==> config.mk <==
export PLATFORM = sky130hd
export DESIGN_NAME = cdb_arbiter
export DESIGN_NICKNAME = d
export VERILOG_FILES = /design/src/rtl/cdb_pkg.sv /design/src/rtl/cdb_arbiter_rr_arbiter.sv /design/src/rtl/cdb_arbiter.sv
export SDC_FILE = /design/constraint.sdc
export NUM_CORES = 1
export LEC_CHECK = 0
export ABC_CLOCK_PERIOD_IN_PS = 3980
export CORE_ASPECT_RATIO = 1.1
export CORE_MARGIN = 3
export CORE_UTILIZATION = 38
export CTS_CLUSTER_DIAMETER = 100
export CTS_CLUSTER_SIZE = 28
export DETAILED_ROUTE_END_ITERATION = 10
export PLACE_DENSITY_LB_ADDON = 0.12
export SYNTH_ARGS = -nofsm -noshare
export SYNTH_HDL_FRONTEND = slang
export SYNTH_SLANG_ARGS = --single-unit
export TNS_END_PERCENT = 10
==> constraint.sdc <==
create_clock -name clk_i -period 3.98 [get_ports clk_i]
set_input_delay 0.796 -clock clk_i [delete_from_list [all_inputs] [get_ports clk_i]]
set_output_delay 0.796 -clock clk_i [all_outputs]
set_load 0.1 [all_outputs]
==> src/rtl/cdb_pkg.sv <==
// Shared CDB definitions used by the arbiter, the reservation stations and the ROB.
// Default widths and the broadcast record, plus small helpers for
// round-robin pointer arithmetic.
package cdb_pkg;

   localparam int NUM_FU = 4;
   localparam int TAG_W  = 6;
   localparam int DATA_W = 32;

   // One broadcast on the common data bus, at the default widths.
   typedef struct packed {
      logic              valid;
      logic [TAG_W-1:0]  tag;
      logic [DATA_W-1:0] data;
   } cdb_bcast_t;

   // (base + off) mod n, for base < n and off < n.
   function automatic int unsigned rr_add(input int unsigned base,
                                          input int unsigned off,
                                          input int unsigned n);
      int unsigned sum;
      sum = base + off;
      return (sum >= n) ? sum - n : sum;
   endfunction

   // Pointer position that follows a grant to requester idx.
   function automatic int unsigned rr_next(input int unsigned idx,
                                           input int unsigned n);
      return rr_add(idx, 1, n);
   endfunction

endpackage

==> src/rtl/cdb_arbiter_rr_arbiter.sv <==
// Round-robin pick: the first asserted request found when searching upward
// from ptr, modulo NUM_FU. Purely combinational; the caller owns the pointer.
module rr_arbiter #(
   parameter int NUM_FU = cdb_pkg::NUM_FU
) (
   input  logic [NUM_FU-1:0]         req,
   input  logic [$clog2(NUM_FU)-1:0] ptr,
   output logic [NUM_FU-1:0]         gnt
);
   import cdb_pkg::*;

   localparam int PTR_W = $clog2(NUM_FU);

   // Walk the requesters in priority order starting at ptr; the first valid one wins.
   always_comb begin
      // NOTE: every variable written here gets a value before any branch, so no latch is inferred.
      logic              found;
      logic [PTR_W-1:0]  idx;
      gnt   = '0;
      found = 1'b0;
      idx   = '0;
      for (int k = 0; k < NUM_FU; k++) begin
         idx = PTR_W'(rr_add(int'(ptr), k, NUM_FU));
         if (!found && req[idx]) begin
            gnt[idx] = 1'b1;
            found    = 1'b1;
         end
      end
   end

endmodule

==> src/rtl/cdb_arbiter.sv <==
// Common data bus arbiter: picks one functional-unit result per cycle in
// round-robin order and broadcasts it one cycle later from a register.
// Flush squashes the next broadcast; stall freezes the output register.
// Optional build macro CDB_PERF_EN adds grant and conflict counters.
module cdb_arbiter #(
   parameter int NUM_FU = cdb_pkg::NUM_FU,
   parameter int TAG_W  = cdb_pkg::TAG_W,
   parameter int DATA_W = cdb_pkg::DATA_W
) (
   input  logic                          clk_i,
   input  logic                          reset_i,
   input  logic                          flush_i,
   input  logic                          cdb_stall_i,
   input  logic [NUM_FU-1:0]             req_valid_i,
   input  logic [NUM_FU-1:0][TAG_W-1:0]  req_tag_i,
   input  logic [NUM_FU-1:0][DATA_W-1:0] req_data_i,
   output logic [NUM_FU-1:0]             req_ready_o,
   output logic                          cdb_valid_o,
   output logic [TAG_W-1:0]              cdb_tag_o,
   output logic [DATA_W-1:0]             cdb_data_o
`ifdef CDB_PERF_EN
   ,
   output logic [31:0]                   perf_grants_o,
   output logic [31:0]                   perf_conflicts_o
`endif
);
   import cdb_pkg::*;

   localparam int PTR_W = $clog2(NUM_FU);

   logic [PTR_W-1:0]  rr_q;
   logic [NUM_FU-1:0] arb_gnt;
   logic              grant_block;
   logic              xfer;
   logic [PTR_W-1:0]  gnt_idx;
   logic [TAG_W-1:0]  sel_tag;
   logic [DATA_W-1:0] sel_data;

   rr_arbiter #(
      .NUM_FU (NUM_FU)
   ) u_rr (
      .req (req_valid_i),
      .ptr (rr_q),
      .gnt (arb_gnt)
   );

   // Reset, flush and stall all suppress the grant; the arbiter's choice
   // already implies the corresponding valid bit is set.
   assign grant_block = reset_i | flush_i | cdb_stall_i;
   assign req_ready_o = grant_block ? '0 : arb_gnt;
   assign xfer        = |(req_ready_o & req_valid_i);

   // Encode the one-hot grant and select the winning tag/data.
   always_comb begin
      gnt_idx  = '0;
      sel_tag  = '0;
      sel_data = '0;
      for (int i = 0; i < NUM_FU; i++) begin
         if (req_ready_o[i]) begin
            gnt_idx  = PTR_W'(i);
            sel_tag  = req_tag_i[i];
            sel_data = req_data_i[i];
         end
      end
   end

   // Round-robin pointer: moves just past the winner, holds otherwise.
   always_ff @(posedge clk_i or posedge reset_i) begin
      // NOTE: state registers use non-blocking assignments so every flop samples pre-edge values.
      if (reset_i) begin
         rr_q <= '0;
      end else if (xfer) begin
         rr_q <= PTR_W'(rr_next(int'(gnt_idx), NUM_FU));
      end
   end

   // Broadcast register: flush kills valid ahead of stall, stall freezes everything,
   // tag/data only load on a transfer so idle cycles keep the last values.
   always_ff @(posedge clk_i or posedge reset_i) begin
      // NOTE: tag/data are reset too because downstream consumers observe them right after reset.
      if (reset_i) begin
         cdb_valid_o <= 1'b0;
         cdb_tag_o   <= '0;
         cdb_data_o  <= '0;
      end else if (flush_i) begin
         cdb_valid_o <= 1'b0;
      end else if (!cdb_stall_i) begin
         cdb_valid_o <= xfer;
         if (xfer) begin
            cdb_tag_o  <= sel_tag;
            cdb_data_o <= sel_data;
         end
      end
   end

`ifdef CDB_PERF_EN
   logic multi_req;

   // Two or more valid bits: clearing the lowest set bit still leaves one.
   assign multi_req = |(req_valid_i & (req_valid_i - NUM_FU'(1)));

   // Free-running performance counters; they wrap naturally at 2^32.
   always_ff @(posedge clk_i or posedge reset_i) begin
      if (reset_i) begin
         perf_grants_o    <= '0;
         perf_conflicts_o <= '0;
      end else begin
         if (xfer) begin
            perf_grants_o <= perf_grants_o + 32'd1;
         end
         if (multi_req && !flush_i && !cdb_stall_i) begin
            perf_conflicts_o <= perf_conflicts_o + 32'd1;
         end
      end
   end
`endif

endmodule

==> impl_metrics.env <==
export IMPL_ioPinCount=203
export IMPL_drt_iter0_drc=150
export IMPL_portBuffers=202
export IMPL_synth_area_leaders="dfrtp_1 (31%), mux2_2 (14%), o31a_1 (6.4%), nand2_1 (5.2%), a31oi_1 (4.5%)"
export IMPL_grt_use_met2_pct=42.22
export IMPL_synth_top_area_cell="dfrtp_1"
export IMPL_ff2ff_path_depth=10
export IMPL_grt_busiest_layer="met2"
export IMPL_max_freq_mhz=264.6
export IMPL_cpPeakStageDelay_ps=590
export IMPL_finalCriticalPeriod_ps=3780
export IMPL_area_growth_pct=71.84
export IMPL_drcViolationCount=0
export IMPL_p_per_area_mw_per_mm2=667.8
export IMPL_gp_congestion=0.8769
export IMPL_wl_per_cell_um=17.39
export IMPL_synth_warnings=0
export IMPL_die_area_mm2=0.009856
export IMPL_endpoint_kind="output port"
export IMPL_total_power_mw=3.793
export IMPL_core_mm2=0.008408
export IMPL_slew_limit_headroom_pct=31.70
export IMPL_antenna_found_initial=1
export IMPL_diodes=0
export IMPL_drt_pre_antenna_iters=5
export IMPL_clkTransAtPathRegs_ps=90
export IMPL_dpl_hpwl_um=8977
export IMPL_cts_root_buf="clkbuf_8"
export IMPL_crit_slowest_cell="mux4_2"
export IMPL_fp_row_count=35
export IMPL_final_common_cell="clkdlybuf4s50_1"
export IMPL_grt_pass1_wl_um=18950
export IMPL_cts_htree_levels=2
export IMPL_drv_slew=0
export IMPL_start_kind="primary input"
export IMPL_fillerInstances=705
export IMPL_tns_ps=0
export IMPL_final_cell_area_mm2=0.005680
export IMPL_avgSynthCellArea_um2=8.564
export IMPL_hold_class="reg2reg"
export IMPL_cts_tree="yes"
export IMPL_dieHeight_um=103.8
export IMPL_crit_required_ps=3180
export IMPL_worst_skew_pair_late_latency_ps=300
export IMPL_track_usage_pct=24.13
export IMPL_syn_nets=553
export IMPL_cts_sinks=41
export IMPL_cts_hold_buffers=0
export IMPL_rrSetupSlack_ps=670
export IMPL_vias=3768
export IMPL_drv_cap=0
export IMPL_cts_setup_buffers=0
export IMPL_min_to="cdb_tag_o[5]"
export IMPL_avgViaCountPerCell=5.437
export IMPL_initial_utilization_pct=39.32
export IMPL_crit_buf_inv=4
export IMPL_r2r_end="cdb_data_o[9]"
export IMPL_clock_skew_ps=6.354
export IMPL_grt_overflow_total=0
export IMPL_final_antenna_net_count=0
export IMPL_ir_drop_uv=483.7
export IMPL_arrival_ps=2980
export IMPL_status="completed"
export IMPL_synth_cells=386
export IMPL_synth_edff_count=0
export IMPL_setup_viol=0
export IMPL_grt_max_degree=65
export IMPL_yosysSeqAreaShare_pct=31.04
export IMPL_final_cell_mix="clkdlybuf4s50_1 (198), nand2_1 (46), dfrtp_1 (41)"
export IMPL_grt_pass1_vias=3690
export IMPL_grt_use_met3_pct=7.117
export IMPL_critPathMaxFanout=8
export IMPL_ctsResizeCount=0
export IMPL_period_share_pct=94.96
export IMPL_ys_ff_latch=41
export IMPL_synth_cell_types=40
export IMPL_critPathKind="in2out"
export IMPL_clock_path_buffers=2
export IMPL_netlist_area_mm2=0.003306
export IMPL_rsz0062_at_grt="false"
export IMPL_hp_start="cdb_tag_o[5]"
export IMPL_grt_util_met1_pct=28.74
export IMPL_place_area_mm2=0.005568
export IMPL_numCtsBuffers=5
export IMPL_crit_chain="clkdlybuf4s50_1, mux4_2, nor4b_2, buf_4, and3_1, a21oi_4, inv_1, buf_12"
export IMPL_cpLargestDelayFamily="buffers and inverters"
export IMPL_hold_path_depth=1
export IMPL_worst_pin_slew_ps=1021
export IMPL_synthArstFlopShare_pct=100.0
export IMPL_synth_top_area_share_pct=31.04
export IMPL_r2r_start="rr_q[0]"
export IMPL_finalNetCount=748
export IMPL_die_w_um=94.93
export IMPL_synthFlopType="dfrtp_1"
export IMPL_drt_total_wl_um=12050
export IMPL_leakage_nw=2.372
export IMPL_drive_above_1_share_pct=14.09
export IMPL_final_hold_violation_count=0
[cell type report]
class	count	area (um2)	area share [%]
multi-input combinational	283	2043	35.97
timing repair buffer	220	2247	39.56
clock buffer	5	68.82	1.211
tap	111	138.9	2.445
inverter	30	112.6	1.982
clock inverter	3	43.79	0.7709
sequential	41	1026	18.06
[where the power goes]
group | internal (mW) | switching (mW)
sequential | 0.592 | 0.0918
combinational | 0.862 | 1.91
clock | 0.188 | 0.154
total | 1.64 | 2.15
[worst reg2reg max path, stage by stage, from the launching register on]
cell and delay, ps:
dfrtp_1 350, inv_1 120, ha_1 410, mux2_2 380
and3_1 190, a2111o_1 450, a32o_1 280, a221oi_1 380
o21ai_4 100, buf_4 240, mux2_2 300
[metal layers]
layer	vias up	part of all wire, %
met5	-	0.11
li1	1807	-
met2	165	50
met4	2	1.5
met1	1778	39
met3	16	8.8
[sequential cells by signal, summed over array words and instances, names as in the netlist]
register / count
cdb_valid_o: 1
cdb_data_o: 32
rr_q: 2
cdb_tag_o: 6
[cell usage after synthesis, types with 2 or more instances]
library cell   n
nand3b_1       3
mux2_2        40
buf_2         12
nand3_1       24
nor2_1        26
nand2_1       46
buf_4          2
nand2b_1       4
o21ai_0       16
nor2b_1        2
mux4_2         4
buf_6          2
o21ai_1       16
and3_1         6
mux2i_1        5
a21oi_1        2
clkbuf_1      16
a31oi_1       24
o22ai_1        2
o31a_1        24
inv_1         29
a221oi_1      15
dfrtp_1       41
a2111o_1       3
ha_1           7
[kinds of logic after synthesis]
| family | share of synthesized area, % |
|---|---|
| and+or+nand+nor | 15.75 |
| AOI/OAI and AO/OA | 24.19 |
| buffers and inverters | 8.175 |
| muxes | 18.21 |
| DFF | 31.04 |
| adders and majority gates | 2.649 |
[metrics by stage]
step	setup WS, ps	cells	hold WS, ps	util, %
after floorplan	5.238	386	788.2	-
final	200.5	693	511.6	67.56
after global routing	74.16	693	518.8	67.56
after detailed placement	127.9	685	490.5	66.22
after global placement	230.0	685	469.4	66.22
after CTS	210.7	693	511.9	67.56
[worst max-delay path by stage]
stage	depth (start not counted)	to	from
floorplan	9	req_ready_o[2]	rr_q[0]
global placement	9	cdb_data_o[13]	req_valid_i[3]
detailed placement	9	cdb_tag_o[0]	req_valid_i[1]
CTS	8	req_ready_o[2]	req_valid_i[1]
global route	8	req_ready_o[2]	req_valid_i[1]
finish	8	req_ready_o[2]	req_valid_i[1]
(Power assumes the default switching activity.)
